File: src/rtl/semaforo_pkg.sv
// Shared types and lamp constants for the clocked NS/LO traffic-light controller.
package semaforo_pkg;

    typedef enum logic [2:0] {
        NS_VERDE = 3'd0,
        NS_AMAR  = 3'd1,
        VERM_A   = 3'd2,
        LO_VERDE = 3'd3,
        LO_AMAR  = 3'd4,
        VERM_B   = 3'd5,
        PISCA    = 3'd6
    } state_t;

    // Lamp heads are {red, yellow, green}.
    localparam logic [2:0] VERMELHO = 3'b100;
    localparam logic [2:0] AMARELO  = 3'b010;
    localparam logic [2:0] VERDE    = 3'b001;
    localparam logic [2:0] APAGADO  = 3'b000;

endpackage

File: src/rtl/semaforo_timer.sv
// Dwell counter: clear wins, otherwise counts up, holding or wrapping once it reaches lim.
module semaforo_timer #(
    parameter int unsigned W = 4
) (
    input  logic         clk,
    input  logic         rst_n,
    input  logic         clr,
    input  logic         sat,
    input  logic         wrap,
    input  logic [W-1:0] lim,
    output logic [W-1:0] cnt,
    output logic [W-1:0] cnt_nxt
);

    always_comb begin
        cnt_nxt = cnt + W'(1);
        if (clr) begin
            cnt_nxt = '0;
        end else if (cnt >= lim) begin
            if (wrap) begin
                cnt_nxt = '0;
            end else if (sat) begin
                cnt_nxt = cnt;
            end
        end
    end

    always_ff @(posedge clk) begin
        if (!rst_n) begin
            cnt <= '0;
        end else begin
            cnt <= cnt_nxt;
        end
    end

endmodule

File: src/rtl/semaforo_fsm.sv
// Sensor-arbitrated two-way traffic-light controller with yellow, all-red clearance and night flashing.
module semaforo_fsm #(
    parameter int unsigned N_SENS      = 2,
    parameter int unsigned T_GREEN_MIN = 8,
    parameter int unsigned T_GREEN_MAX = 20,
    parameter int unsigned T_YELLOW    = 3,
    parameter int unsigned T_ALL_RED   = 2,
    parameter int unsigned T_BLINK     = 4
) (
    input  logic              clk,
    input  logic              rst_n,
    input  logic [N_SENS-1:0] sens_ns,
    input  logic [N_SENS-1:0] sens_lo,
    input  logic              noturno,
    output logic [2:0]        luz_ns,
    output logic [2:0]        luz_lo,
    output logic              N_S,
    output logic              L_O,
    output logic [2:0]        estado
);
    import semaforo_pkg::*;

    if (T_GREEN_MIN < 1 || T_GREEN_MAX < 1 || T_YELLOW < 1 || T_ALL_RED < 1 || T_BLINK < 1
        || T_GREEN_MAX < T_GREEN_MIN) begin : g_bad_params
        $error("semaforo_fsm: illegal timing parameters");
    end

    localparam int unsigned D_A   = (T_GREEN_MAX > T_YELLOW) ? T_GREEN_MAX : T_YELLOW;
    localparam int unsigned D_B   = (T_ALL_RED > 2 * T_BLINK) ? T_ALL_RED : 2 * T_BLINK;
    localparam int unsigned D_MAX = (D_A > D_B) ? D_A : D_B;
    localparam int unsigned W     = $clog2(D_MAX) + 1;

    localparam logic [W-1:0] C_GMIN   = W'(T_GREEN_MIN - 1);
    localparam logic [W-1:0] C_GMAX   = W'(T_GREEN_MAX - 1);
    localparam logic [W-1:0] C_Y      = W'(T_YELLOW - 1);
    localparam logic [W-1:0] C_R      = W'(T_ALL_RED - 1);
    localparam logic [W-1:0] C_BLINK  = W'(T_BLINK);
    localparam logic [W-1:0] C_BLINK2 = W'(2 * T_BLINK - 1);

    state_t       state, nxt;
    logic [W-1:0] cnt, cnt_nxt, lim;
    logic         dem_ns, dem_lo, mn, mx, clr, sat, wrap;

    assign dem_ns = |sens_ns;
    assign dem_lo = |sens_lo;
    assign mn     = (cnt >= C_GMIN);
    assign mx     = (cnt >= C_GMAX);

    always_comb begin
        nxt = state;
        case (state)
            NS_VERDE: if (mn && (noturno || (dem_lo && (!dem_ns || mx)))) nxt = NS_AMAR;
            LO_VERDE: if (mn && (noturno || (dem_ns && (!dem_lo || mx)))) nxt = LO_AMAR;
            NS_AMAR:  if (cnt == C_Y) nxt = VERM_A;
            LO_AMAR:  if (cnt == C_Y) nxt = VERM_B;
            VERM_A:   if (cnt == C_R) nxt = noturno ? PISCA : LO_VERDE;
            VERM_B:   if (cnt == C_R) nxt = noturno ? PISCA : NS_VERDE;
            PISCA:    if (!noturno) nxt = VERM_B;
            default:  nxt = VERM_B;
        endcase
    end

    assign clr  = (nxt != state);
    assign sat  = (state == NS_VERDE) || (state == LO_VERDE);
    assign wrap = (state == PISCA);
    assign lim  = sat ? C_GMAX : C_BLINK2;

    semaforo_timer #(.W(W)) u_timer (
        .clk     (clk),
        .rst_n   (rst_n),
        .clr     (clr),
        .sat     (sat),
        .wrap    (wrap),
        .lim     (lim),
        .cnt     (cnt),
        .cnt_nxt (cnt_nxt)
    );

    function automatic logic [5:0] decode(input state_t s, input logic blink_on);
        case (s)
            NS_VERDE: return {VERDE, VERMELHO};
            NS_AMAR:  return {AMARELO, VERMELHO};
            LO_VERDE: return {VERMELHO, VERDE};
            LO_AMAR:  return {VERMELHO, AMARELO};
            PISCA:    return blink_on ? {AMARELO, AMARELO} : {APAGADO, APAGADO};
            default:  return {VERMELHO, VERMELHO};
        endcase
    endfunction

    // Lamps are decoded from the next state/count so they register alongside state and cnt.
    always_ff @(posedge clk) begin
        if (!rst_n) begin
            state  <= VERM_B;
            luz_ns <= VERMELHO;
            luz_lo <= VERMELHO;
        end else begin
            state            <= nxt;
            {luz_ns, luz_lo} <= decode(nxt, cnt_nxt < C_BLINK);
        end
    end

    assign N_S    = luz_ns[0];
    assign L_O    = luz_lo[0];
    assign estado = state;

endmodule

File: config.mk
export PLATFORM = sky130hd
export DESIGN_NAME = semaforo_fsm
export DESIGN_NICKNAME = d
export VERILOG_FILES = /design/src/rtl/semaforo_pkg.sv /design/src/rtl/semaforo_timer.sv /design/src/rtl/semaforo_fsm.sv
export SDC_FILE = /design/constraint.sdc
export NUM_CORES = 1
export LEC_CHECK = 0
export BUFFER_PORTS_ARGS = -buffer_cell sky130_fd_sc_hd__buf_2
export CORE_MARGIN = 2
export CORE_UTILIZATION = 60
export CTS_BUF_LIST = sky130_fd_sc_hd__clkbuf_2
export CTS_CLUSTER_DIAMETER = 150
export CTS_CLUSTER_SIZE = 20
export DETAILED_ROUTE_END_ITERATION = 16
export PLACE_DENSITY = 0.83
export REMOVE_ABC_BUFFERS = 1
export SYNTH_ARGS = -nofsm -noshare
export SYNTH_HDL_FRONTEND = slang
export SYNTH_HIERARCHICAL = 1
export SYNTH_SLANG_ARGS = --single-unit
File: constraint.sdc
create_clock -name clk -period 8.35 [get_ports clk]
set_input_delay 2.0875 -clock clk [delete_from_list [all_inputs] [get_ports clk]]
set_output_delay 2.0875 -clock clk [all_outputs]
set_load 0.01 [all_outputs]
==> After elaboration in Yosys (flattened, before gate mapping) <==
Cells that the tools add are included.
{ "totals": {"in_bits": 7, "register_bits": 15, "elab_cells": 54, "output_inout_bits": 11} }
{ "classes": {"n_lt_le_gt_ge": 4, "muxes": 17, "n_addsub": 1, "eq_ne": 13, "reduce_logical": 15} }
{ "ops": {"columns": ["op", "count"], "rows": [
  ["6-bit one-hot mux with 5 select lines", 1],
  ["3-bit two-way mux", 9],
  ["6-bit two-way mux", 4],
  ["3-bit one-hot mux with 7 select lines", 1],
  ["3-bit equality test, second input constant", 5],
  ["5-bit two-way mux", 2],
  ["3-bit by 2-bit equality test with 1-bit output, second input constant", 3],
  ["6-bit by 1-bit adder with 6-bit output, second input constant", 1],
  ["3-bit by 1-bit equality test with 1-bit output, second input constant", 2],
  ["6-bit by 1-bit equality test with 1-bit output, second input constant", 1],
  ["6-bit by 2-bit equality test with 1-bit output, second input constant", 1],
  ["6-bit by 3-bit >= comparator with 1-bit output, second input constant", 1],
  ["6-bit by 5-bit >= comparator with 1-bit output", 1],
  ["6-bit by 5-bit >= comparator with 1-bit output, second input constant", 1],
  ["3-bit zero test", 2],
  ["6-bit by 3-bit less-than comparator with 1-bit output, second input constant", 1],
  ["1-bit logical OR", 5],
  ["1-bit logical AND", 4],
  ["2-bit OR reduction", 2],
  ["3-bit inequality test", 1],
  ["1-bit zero test", 2]
]} }

==> Logic depth before layout (Yosys ltp) <==
Gate-level depths: netlist of run 1.
{ "logic_depth": {"word_depth": 13, "mapped_depth": 15, "ltp_nobuf": 14} }

==> Hierarchy <==
The synthesis of run 1 kept the hierarchy.
{ "by_module_without_submodules": {"columns": ["mod", "seq_area_each_um2", "area_each_um2", "cells_each", "n_inst"], "rows": [
  ["semaforo_fsm", 180.2, 688.2, 84, 1],
  ["semaforo_timer", 120.1, 513.0, 60, 1]
]} }

==> Least setup slack after synthesis of run 1 <==
No wires, ideal clock.
{ "synth_path": {"path_kind": "input to register", "start": "input port sens_lo[1]", "end": "register luz_ns[1]", "setup_slack_ns": 4.104, "t_arrival_ns": 4.145, "n_path_buf": 0, "setup_ns": 0.101, "t_required_ns": 8.249, "path_stages": 13, "cell_sequence": "nor2_1 a2111o_1 o31ai_2 a211oi_4 xor2_1 o21ai_1 inv_1 o211ai_1 nor2_1 or4_1 nor2_1 nand3_1 o41ai_1"} }
{ "synth_via": {"elab_chain_cells": 13, "word_cells_on_any_way": 22, "classes_between": "1 x order compare; 5 x eq/ne; 6 x mux; 10 x reduce/logical"} }
{ "synth_rtl": {"columns": ["item", "line_no", "rtl"], "rows": [
  ["start: declaration", "semaforo_fsm.sv:13", "input logic [N_SENS-1:0] sens_lo,"],
  ["2-bit OR reduction (*)", "semaforo_fsm.sv:45", "assign dem_lo = |sens_lo;"],
  ["1-bit zero test", "semaforo_fsm.sv:53", "LO_VERDE: if (mn && (noturno || (dem_ns && (!dem_lo || mx)))) nxt = LO_AMAR;"],
  ["1-bit logical OR", "semaforo_fsm.sv:53", null],
  ["1-bit logical AND", "semaforo_fsm.sv:53", null],
  ["1-bit logical OR", "semaforo_fsm.sv:53", null],
  ["1-bit logical AND", "semaforo_fsm.sv:53", null],
  ["3-bit two-way mux", "semaforo_fsm.sv:53", null],
  ["3-bit one-hot mux with 7 select lines (*)", "semaforo_fsm.sv:51", "case (state)"],
  ["3-bit inequality test (*)", "semaforo_fsm.sv:63", "assign clr = (nxt != state);"],
  ["net clr", "semaforo_fsm.sv:42", "logic dem_ns, dem_lo, mn, mx, clr, sat, wrap;"],
  ["6-bit two-way mux (*)", "semaforo_timer.sv:17", "if (clr) begin"],
  ["net cnt_nxt[4]", "semaforo_fsm.sv:41", "logic [W-1:0] cnt, cnt_nxt, lim;"],
  ["6-bit by 3-bit less-than comparator with 1-bit output (*)", "semaforo_fsm.sv:98", "{luz_ns, luz_lo} <= decode(nxt, cnt_nxt < C_BLINK);"],
  ["5-bit two-way mux (*)", "semaforo_fsm.sv:85", "PISCA: return blink_on ? {AMARELO, AMARELO} : {APAGADO, APAGADO};"],
  ["6-bit one-hot mux with 5 select lines (*)", "semaforo_fsm.sv:80", "case (s)"],
  ["end signal: assignment", "semaforo_fsm.sv:98", null],
  ["end: declaration", "semaforo_fsm.sv:15", "output logic [2:0] luz_ns,"]
]} }
The timed path passes the listed nets; every way through them passes the cells marked *.
A chain may end at the register's enable or synchronous reset.

==> Worst setup path in the final report of run 1 <==
{ "layout_path": {"start": "input port sens_lo[1]", "end": "register luz_lo[1]"} }
{ "layout_via": {"elab_chain_cells": 13, "word_cells_on_any_way": 22, "classes_between": "1 x order compare; 5 x eq/ne; 6 x mux; 10 x reduce/logical"} }
{ "layout_rtl": {"columns": ["item", "line_no", "rtl"], "rows": [
  ["2-bit OR reduction (*)", "semaforo_fsm.sv:45", null],
  ["1-bit zero test", "semaforo_fsm.sv:53", null],
  ["1-bit logical OR", "semaforo_fsm.sv:53", null],
  ["1-bit logical AND", "semaforo_fsm.sv:53", null],
  ["1-bit logical OR", "semaforo_fsm.sv:53", null],
  ["1-bit logical AND", "semaforo_fsm.sv:53", null],
  ["3-bit two-way mux", "semaforo_fsm.sv:53", null],
  ["3-bit one-hot mux with 7 select lines (*)", "semaforo_fsm.sv:51", null],
  ["3-bit inequality test (*)", "semaforo_fsm.sv:63", null],
  ["net clr", "semaforo_fsm.sv:42", null],
  ["6-bit two-way mux (*)", "semaforo_timer.sv:17", null],
  ["net cnt_nxt[4]", "semaforo_fsm.sv:41", null],
  ["6-bit by 3-bit less-than comparator with 1-bit output (*)", "semaforo_fsm.sv:98", null],
  ["5-bit two-way mux (*)", "semaforo_fsm.sv:85", null],
  ["6-bit one-hot mux with 5 select lines (*)", "semaforo_fsm.sv:80", null],
  ["end signal: assignment", "semaforo_fsm.sv:98", null],
  ["end: declaration", "semaforo_fsm.sv:16", "output logic [2:0] luz_lo,"]
]} }
Marked as above.

==> flow_metrics.env, run 1 <==
export IMPL_status="finished, final reports clean"
export IMPL_grt_pass1_vias=1073
export IMPL_rsz0062_at_grt="no"
export IMPL_cts_buffers=3
export IMPL_antennaDiodeCount=0
export IMPL_postCtsHoldBufs=0
export IMPL_rows=16
export IMPL_die_y_um=48.60
export IMPL_drt_total_wl_um=2547
export IMPL_worstSetupPathType="input pin to flop"
export IMPL_globalplace_congestion=0.9840
export IMPL_finalHoldViolCount=0
export IMPL_fin_crit_sh_pct=52.46
export IMPL_cts_setup_buffers=0
export IMPL_overflow=0
export IMPL_antenna_found_initial=0
export IMPL_drv_slew=0
export IMPL_worst_pin_slew_ns=0.7065
export IMPL_clk_pin_slew_worst_paths_ns=0.15
export IMPL_final_cells=187
export IMPL_hpwl_um=1991
export IMPL_peakVddDrop_v=0.0001948
export IMPL_finalSetupViolCount=0
export IMPL_clock_skew_ns=0.01840
export IMPL_grt_pass1_wl_um=4698
export IMPL_syn_area_per_cell_sq_um=8.406
export IMPL_drt_iter0_markers=39
export IMPL_initial_utilization_pct=62.11
export IMPL_viasPerCell=5.941
export IMPL_port_buffers=17
export IMPL_p_leak_nw=0.5686
export IMPL_vias=1111
export IMPL_fin_crit_ns=4.381
export IMPL_cts_tree="yes"
export IMPL_cts_sinks=15
export IMPL_crit_arrival_ns=4.59
export IMPL_insertion_delay_ns=0.29
export IMPL_max_freq_ghz=0.2283
export IMPL_power_density_nw_per_um2=266.1
export IMPL_die_w_um=48.60
export IMPL_antenna_left=0
export IMPL_ctsResizeCount=0
export IMPL_crit_path_start_kind="input pin"
export IMPL_slew_headroom_pct=52.53
export IMPL_postLayoutCellArea_sq_um=1311
export IMPL_drc=0
export IMPL_crit_required_ns=8.56
export IMPL_grtUsageTotal_pct=24.67
export IMPL_first_pass_iters=4
export IMPL_syn_area_sq_um=1194
export IMPL_fillerInstances=174
export IMPL_final_layout_size_suffix_gt1_share_pct=19.38
export IMPL_end_kind="flop"
export IMPL_placed_area_sq_um=1291
export IMPL_hold_ws_ns=0.7000
export IMPL_num_nets_final=175
export IMPL_syn_inst=142
export IMPL_cts_root_buf="clkbuf_2"
export IMPL_h_tree_depth=1
export IMPL_cts_path_max_buffers=2
export IMPL_max_cap_viol_count=0
export IMPL_ys_warn_count=6
export IMPL_critPathMaxFanout=4
export IMPL_grt_max_degree=13
export IMPL_hp_class="flop to flop"
export IMPL_area_delta_synth_final_pct=9.853
export IMPL_die_area_sq_um=2362
export IMPL_wl_per_cell_um=13.62
export IMPL_coreArea_sq_um=1922
export IMPL_ios=18
export IMPL_dpl_cell_count=183
export IMPL_tns_ns=0
==> per-stage QoR <==
step	utilization, %	total power [W]	worst slack, ns
floorplan	-	0.0002640	4.150
global placement	67.19	0.0003104	3.795
detailed placement	67.19	0.0003130	3.712
CTS	68.23	0.0003484	3.993
global route	68.23	0.0003825	3.810
finish	68.23	0.0003490	3.969
==> path summary, 6_finish.rpt <==
| path | from | end | slack [ns] | cells past startpoint |
|---|---|---|---|---|
| max | sens_lo[1] | luz_lo[1]$_SDFF_PN0_ | 3.97 | 12 |
| min | u_timer/cnt[1]$_SDFF_PN0_ | u_timer/cnt[1]$_SDFF_PN0_ | 0.70 | 2 |
| max reg2reg | estado[0]$_SDFF_PN1_ | luz_lo[1]$_SDFF_PN0_ | 4.81 | 11 |
| min reg2reg | u_timer/cnt[1]$_SDFF_PN0_ | u_timer/cnt[1]$_SDFF_PN0_ | 0.70 | 2 |
==> worst max-delay path, cell delays in order <==
cell      delay (ns)
buf_2           0.09
nor2_1          0.14
a211oi_1        0.10
nor4b_1         0.55
o21ai_0         0.16
and3_1          0.21
o21ai_1         0.13
inv_1           0.06
o211ai_1        0.15
nor2_1          0.08
or4_1           0.53
a211oi_1        0.28
==> area by class of cell <==
class | instances | area [sq um] | share of cell area [%]
timing repair buffer | 17 | 85.08 | 6.489
sequential | 15 | 300.3 | 22.90
clock buffer | 3 | 15.01 | 1.145
clock inverter | 1 | 5.005 | 0.3817
tap | 27 | 33.78 | 2.576
multi-input combinational | 112 | 827.0 | 63.07
inverter | 12 | 45.04 | 3.435
==> where the power goes <==
| part | switching, W | internal, W |
|---|---|---|
| combinational | 0.000115 | 0.0000818 |
| clock | 0.0000229 | 0.0000108 |
| sequential | 0.0000283 | 0.0000907 |
==> metal layers <==
layer / vias up / track usage, % / share of wire (%)
met5: - / 0 / 0
met3: 12 / 2.160 / 4.4
met4: 0 / 9.048 / 2.7
li1: 548 / - / -
met2: 40 / 39.73 / 47
met1: 511 / 34.51 / 46
==> sequential cells by signal (all words and copies together), names as in the netlist <==
| signal | count |
|---|---|
| u_timer/cnt | 6 |
| estado | 3 |
| luz_lo | 3 |
| luz_ns | 3 |
==> layout by cell type, fill, tap and decap left out, types with 5 or more instances in the layout <==
| master | instances |
|---|---|
| ha_1 | 7 |
| o21ai_0 | 5 |
| buf_2 | 17 |
| nor2_1 | 14 |
| nor2b_1 | 6 |
| nand2_1 | 10 |
| and2_1 | 5 |
| dfxtp_1 | 15 |
| inv_1 | 12 |
Note: power is estimated with default switching activity, not from simulation.
==> run 2, diff against run 1 <==
CORE_UTILIZATION = 58   (was 60)
PLACE_DENSITY = 0.81   (was 0.83)
clock period = 4.5 ns   (was 8.35 ns; I/O delays follow)
==> run 2 against run 1 <==
  * First-iteration DRC count decreased by 13%
  * Sequential cell count unchanged
  * Largest power group unchanged
  * Register-to-register slack got worse by 3.8 ns
  * Die area increased by 3.2%
  * Largest cell class unchanged
  * Critical path depth increased by 1
  * Total power increased by 86%
==> flow_metrics.env, run 2 (synthesis gave the netlist of run 1 again) <==
export IMPL_cts_tree="yes"
export IMPL_crit_top_cell="nor2_1"
export IMPL_end_kind="flop"
export IMPL_initial_utilization_pct=61.47
export IMPL_finalHoldViolCount=0
export IMPL_cts_buffers=3
export IMPL_p_int_w=0.0003396
export IMPL_wl_per_cell_um=13.68
export IMPL_hold_ws_ns=0.6781
export IMPL_critPathMaxStageDelay_ns=0.58
export IMPL_ios=18
export IMPL_ctsResizeCount=0
export IMPL_highest_layer="met4"
export IMPL_drt_iter0_markers=34
export IMPL_sw_frac_of_total_pct=47.65
export IMPL_power_density_nw_per_um2=494.7
export IMPL_met1_length_um=1273
export IMPL_clock_skew_ns=0.01688
export IMPL_postCtsHoldBufs=0
export IMPL_area_delta_synth_final_pct=9.853
export IMPL_final_layout_size_suffix_gt1_share_pct=19.38
export IMPL_rows=16
export IMPL_cp_cell_sequence="nor2b_1 > nor3_1 > inv_1 > ha_1 > and4_1 > nand2_1 > o211ai_1 > xor2_1 > nor2_1 > or4_1 > nor2_1 > nand3_1 > o41ai_1"
export IMPL_first_pass_iters=4
export IMPL_slew_headroom_pct=55.42
export IMPL_insertion_delay_ns=0.29
export IMPL_crit_required_ns=4.70
export IMPL_viasPerCell=5.845
export IMPL_crit_arrival_ns=3.72
export IMPL_fin_crit_ns=3.518
export IMPL_tns_ns=0
export IMPL_max_freq_ghz=0.2843
export IMPL_overflow=0
export IMPL_peakVddDrop_v=0.0003941
export IMPL_num_nets_final=175
export IMPL_max_cap_viol_count=0
export IMPL_grt_max_degree=13
export IMPL_p_total_w=0.0006486
export IMPL_antennaDiodeCount=0
export IMPL_top_register="u_timer/cnt"
export IMPL_cts_path_max_buffers=2
export IMPL_globalplace_congestion=0.9733
export IMPL_final_core_util_pct=67.53
export IMPL_crit_path_start_kind="flop"
export IMPL_die_w_um=49.37
export IMPL_die_area_sq_um=2437
export IMPL_h_tree_depth=1
export IMPL_drv_slew=0
export IMPL_finalSetupViolCount=0
export IMPL_hpwl_um=1975
export IMPL_port_buffers=17
export IMPL_hp_class="flop to flop"
export IMPL_coreArea_sq_um=1942
export IMPL_worst_pin_slew_ns=0.6636
export IMPL_wl_met2_um=1128
export IMPL_cts_sinks=15
export IMPL_clockPowerShare_pct=9.8
export IMPL_p_sw_w=0.0003090
export IMPL_largest_reg_flops=6
export IMPL_worstSetupPathType="flop to flop"
export IMPL_antenna_left=0
export IMPL_rsz0062_at_grt="no"
export IMPL_final_common_cell="buf_2"
export IMPL_cts_root_buf="clkbuf_2"
export IMPL_drc=0
export IMPL_grt_pass1_vias=1045
export IMPL_cp_slowest_cell="dfxtp_1"
export IMPL_antenna_found_initial=0
export IMPL_clk_pin_slew_worst_paths_ns=0.15
export IMPL_combPwrFrac_pct=56.4
export IMPL_p_leak_nw=0.5686
export IMPL_status="finished, final reports clean"
export IMPL_vias=1093
export IMPL_fin_crit_sh_pct=78.18
export IMPL_grtUsageTotal_pct=23.92
export IMPL_cts_setup_buffers=0
export IMPL_critPathMaxFanout=12
export IMPL_drt_total_wl_um=2558
export IMPL_pwr_share_seq_pct=33.9
export IMPL_grt_pass1_wl_um=4650
export IMPL_wl_met3_um=108
export IMPL_die_y_um=49.37
export IMPL_mostFrequentLayoutCells="17 x buf_2, 15 x dfxtp_1, 14 x nor2_1"
==> run 2: cell counts in the layout (fill, tap and decap cells not counted) <==
Identical to the previous run, type by type.
==> run 2: area by class of cell <==
class	count	area, sq um
Multi-Input combinational cell	112	827.0
Fill cell	187	630.6
Sequential cell	15	300.3
Timing Repair Buffer	17	85.08
Inverter	12	45.04
Tap cell	27	33.78
Clock buffer	3	15.01
Clock inverter	1	5.005
==> run 2: worst max-delay path: cells and delay by family, from the launching register on <==
family / cells / cell delay, ns
XOR/XNOR: 1 / 0.23
buffers and inverters: 1 / 0.10
flip-flops: 1 / 0.58
AND/OR/NAND/NOR: 8 / 1.80
AO/OA/AOI/OAI: 2 / 0.38
adder cells (fa/ha/maj): 1 / 0.33
==> run 2: power groups by stage <==
stage / Clock (W) / Sequential [W] / Combinational, W
2_1_floorplan: 0 / 0.000225 / 0.000265
3_3_place_gp: 0 / 0.000221 / 0.000354
3_5_place_dp: 0 / 0.000222 / 0.000363
4_1_cts: 0.0000661 / 0.000219 / 0.000365
5_1_grt: 0.0000707 / 0.000228 / 0.000407
6_report: 0.0000634 / 0.000220 / 0.000366
==> run 2: layer usage <==
layer  track usage [%]  vias to the layer above
li1                  -                      548
met1             34.86                      500
met2             36.26                       39
met3             1.227                        6
met4             10.48                        0
met5                 0                        -
==> run 2: final timing paths <==
| kind | start | slack [ns] | depth (start not counted) | to |
|---|---|---|---|---|
| max reg2reg | estado[0]$_SDFF_PN1_ | 0.98 | 13 | luz_ns[1]$_SDFF_PN0_ |
| min | u_timer/cnt[1]$_SDFF_PN0_ | 0.68 | 2 | u_timer/cnt[1]$_SDFF_PN0_ |
| min reg2reg | u_timer/cnt[1]$_SDFF_PN0_ | 0.68 | 2 | u_timer/cnt[1]$_SDFF_PN0_ |
| max | estado[0]$_SDFF_PN1_ | 0.98 | 13 | luz_ns[1]$_SDFF_PN0_ |
==> run 2: per-stage QoR <==
step                instance area, sq um  setup slack, ns  cells
floorplan                           1172            1.263    139
global placement                    1291           0.8693    183
detailed placement                  1291           0.8475    183
CTS                                 1311           0.9848    187
global route                        1311           0.6065    187
finish                              1311           0.9821    187
==> run 3, diff against run 2 <==
clock period = 3.5 ns   (was 4.5 ns; I/O delays follow)
==> run 3 against run 2 <==
  * Sequential power increased by 29%
  * Worst hold slack improved by 0.013 ns
  * Sequential cell count unchanged
  * Global-route usage grew 0.61 points
  * Via count is 0.37% lower
  * Non-clock buffer count rose by 1
  * Die area did not move
  * Clock skew grew 0.0013 ns
==> flow_metrics.env, run 3 (synthesis gave the netlist of run 1 again) <==
export IMPL_status="finished, final reports clean"
export IMPL_max_freq_ghz=0.3165
export IMPL_path_buf_inv=2
export IMPL_cp_cell_sequence="buf_2 > nor2_1 > a211oi_1 > nor4b_1 > o21ai_0 > and3_1 > o21ai_1 > inv_1 > o211ai_1 > nor2_1 > or4_1 > nor2_1 > nand3_1 > o41ai_1"
export IMPL_power_density_nw_per_um2=640.4
export IMPL_crit_path_start_kind="input pin"
export IMPL_area_delta_synth_final_pct=10.48
export IMPL_cts_buffers=3
export IMPL_critPathMaxFanout=4
export IMPL_placed_area_sq_um=1299
export IMPL_cts_root_buf="clkbuf_2"
export IMPL_worstReg2RegEnd="luz_ns[1]$_SDFF_PN0_"
export IMPL_cts_sinks=15
export IMPL_cts_path_max_buffers=2
export IMPL_coreArea_sq_um=1942
export IMPL_mostFrequentLayoutCells="17 x buf_2, 15 x dfxtp_1, 14 x nor2_1"
export IMPL_drc=0
export IMPL_finalHoldViolCount=0
export IMPL_viasPerCell=5.793
export IMPL_end_kind="flop"
export IMPL_grtUsageTotal_pct=24.53
export IMPL_finalSetupViolCount=0
export IMPL_r2r_cells=13
export IMPL_hp_class="flop to flop"
export IMPL_wl_per_cell_um=14.01
export IMPL_largest_reg_flops=6
export IMPL_postLayoutCellArea_sq_um=1319
export IMPL_ios=18
export IMPL_drt_total_wl_um=2634
export IMPL_crit_required_ns=3.70
export IMPL_drv_slew=0
export IMPL_fin_crit_sh_pct=90.27
export IMPL_die_y_um=49.37
export IMPL_critPathMaxStageDelay_ns=0.53
export IMPL_max_cap_viol_count=0
export IMPL_p_total_w=0.0008446
export IMPL_use_met1_pct=30.59
export IMPL_overflow=0
export IMPL_tns_ns=0
export IMPL_ctsResizeCount=0
export IMPL_dpl_cell_count=184
export IMPL_num_nets_final=176
export IMPL_slew_headroom_pct=63.72
export IMPL_h_tree_depth=1
export IMPL_grt_pass1_vias=1049
export IMPL_port_buffers=17
export IMPL_worst_pin_slew_ns=0.5437
export IMPL_first_pass_iters=4
export IMPL_die_w_um=49.37
export IMPL_cts_tree="yes"
export IMPL_final_cells=188
export IMPL_insertion_delay_ns=0.29
export IMPL_use_met2_pct=41.67
export IMPL_crit_arrival_ns=3.36
export IMPL_final_layout_size_suffix_gt1_share_pct=19.88
export IMPL_p_leak_nw=0.5743
export IMPL_worstHoldPathCells=2
export IMPL_clock_skew_ns=0.01821
export IMPL_initial_utilization_pct=61.47
export IMPL_antenna_found_initial=0
export IMPL_clk_pin_slew_worst_paths_ns=0.15
export IMPL_globalplace_congestion=0.9729
export IMPL_fin_crit_ns=3.160
export IMPL_worstSetupPathType="input pin to flop"
export IMPL_grt_max_degree=13
export IMPL_use_met3_pct=2.761
export IMPL_antenna_left=0
export IMPL_reg2reg_from="estado[0]$_SDFF_PN1_"
export IMPL_cts_setup_buffers=0
export IMPL_reg2reg_slack_ns=0.35
export IMPL_crit_top_cell="nor2_1"
export IMPL_die_area_sq_um=2437
export IMPL_peakVddDrop_v=0.0005811
export IMPL_rows=16
export IMPL_holdPathEnd="u_timer/cnt[5]$_SDFF_PN0_"
export IMPL_top_usage_layer="met2"
export IMPL_vias=1089
export IMPL_hp_start="u_timer/cnt[5]$_SDFF_PN0_"
export IMPL_top_register="u_timer/cnt"
export IMPL_postCtsHoldBufs=0
export IMPL_drt_iter0_markers=30
export IMPL_grt_pass1_wl_um=4602
export IMPL_rsz0062_at_grt="no"
export IMPL_setup_slack_ns=0.3405
export IMPL_final_common_cell="buf_2"
export IMPL_dp_slack_ns=0.04495
export IMPL_hpwl_um=2106
export IMPL_antennaDiodeCount=0
export IMPL_crit_family="simple AND/OR/NAND/NOR gates"
export IMPL_cp_slowest_cell="or4_1"
[run 3: cell count changes in the layout (fill, tap and decap cells not counted)]
cell / before / now
buf_4: 0 / 1
clkbuf_2: 3 / 4
clkinv_2: 1 / 0
[run 3: worst min-delay path, stage by stage (launching register included)]
cell	delay, ns
dfxtp_1	0.42
o21ai_0	0.16
a21oi_1	0.07
[run 3: layout make-up]
class,count,area [sq um]
well taps,27,33.78
fillers,177,623.1
multi-input cells,112,827.0
clock buffers,4,20.02
flip-flops and latches,15,300.3
repair buffers,18,92.59
inverters,12,45.04
[run 3: where the power goes]
part	leakage (nW)	switching, W	internal (W)	total, W
Sequential	0.123	0.0000677	0.000216	0.000284
Clock	0.0166	0.0000534	0.0000303	0.0000837
Combinational	0.435	0.000279	0.000197	0.000477
Total	0.574	0.000400	0.000444	0.000845
[run 3: how the worst max path moves through the flow]
stage / depth (start not counted) / to / slack [ns] / from
floorplan: 13 / luz_ns[1]$_SDFF_PN0_ / 0.40 / estado[0]$_SDFF_PN1_
global placement: 14 / luz_ns[1]$_SDFF_PN0_ / 0.13 / sens_lo[1]
detailed placement: 14 / luz_ns[1]$_SDFF_PN0_ / 0.04 / sens_lo[1]
CTS: 14 / luz_ns[1]$_SDFF_PN0_ / 0.36 / sens_lo[1]
global route: 13 / luz_ns[1]$_SDFF_PN0_ / 0.01 / estado[0]$_SDFF_PN1_
finish: 14 / luz_ns[1]$_SDFF_PN0_ / 0.34 / sens_lo[1]
[run 3: per-layer routing]
layer | wire length (um) | up-vias
li1 | - | 547
met1 | 1202 | 498
met2 | 1279 | 36
met3 | 99 | 8
met4 | 52 | 0
met5 | 0 | -
[run 3: stage by stage]
stage,hold WS [ns],util (%)
final,0.6909,67.91
after global routing,0.7432,67.91
after CTS,0.6879,67.91
after detailed placement,0.6703,66.88
after global placement,0.6685,66.88
after floorplan,0.5889,-
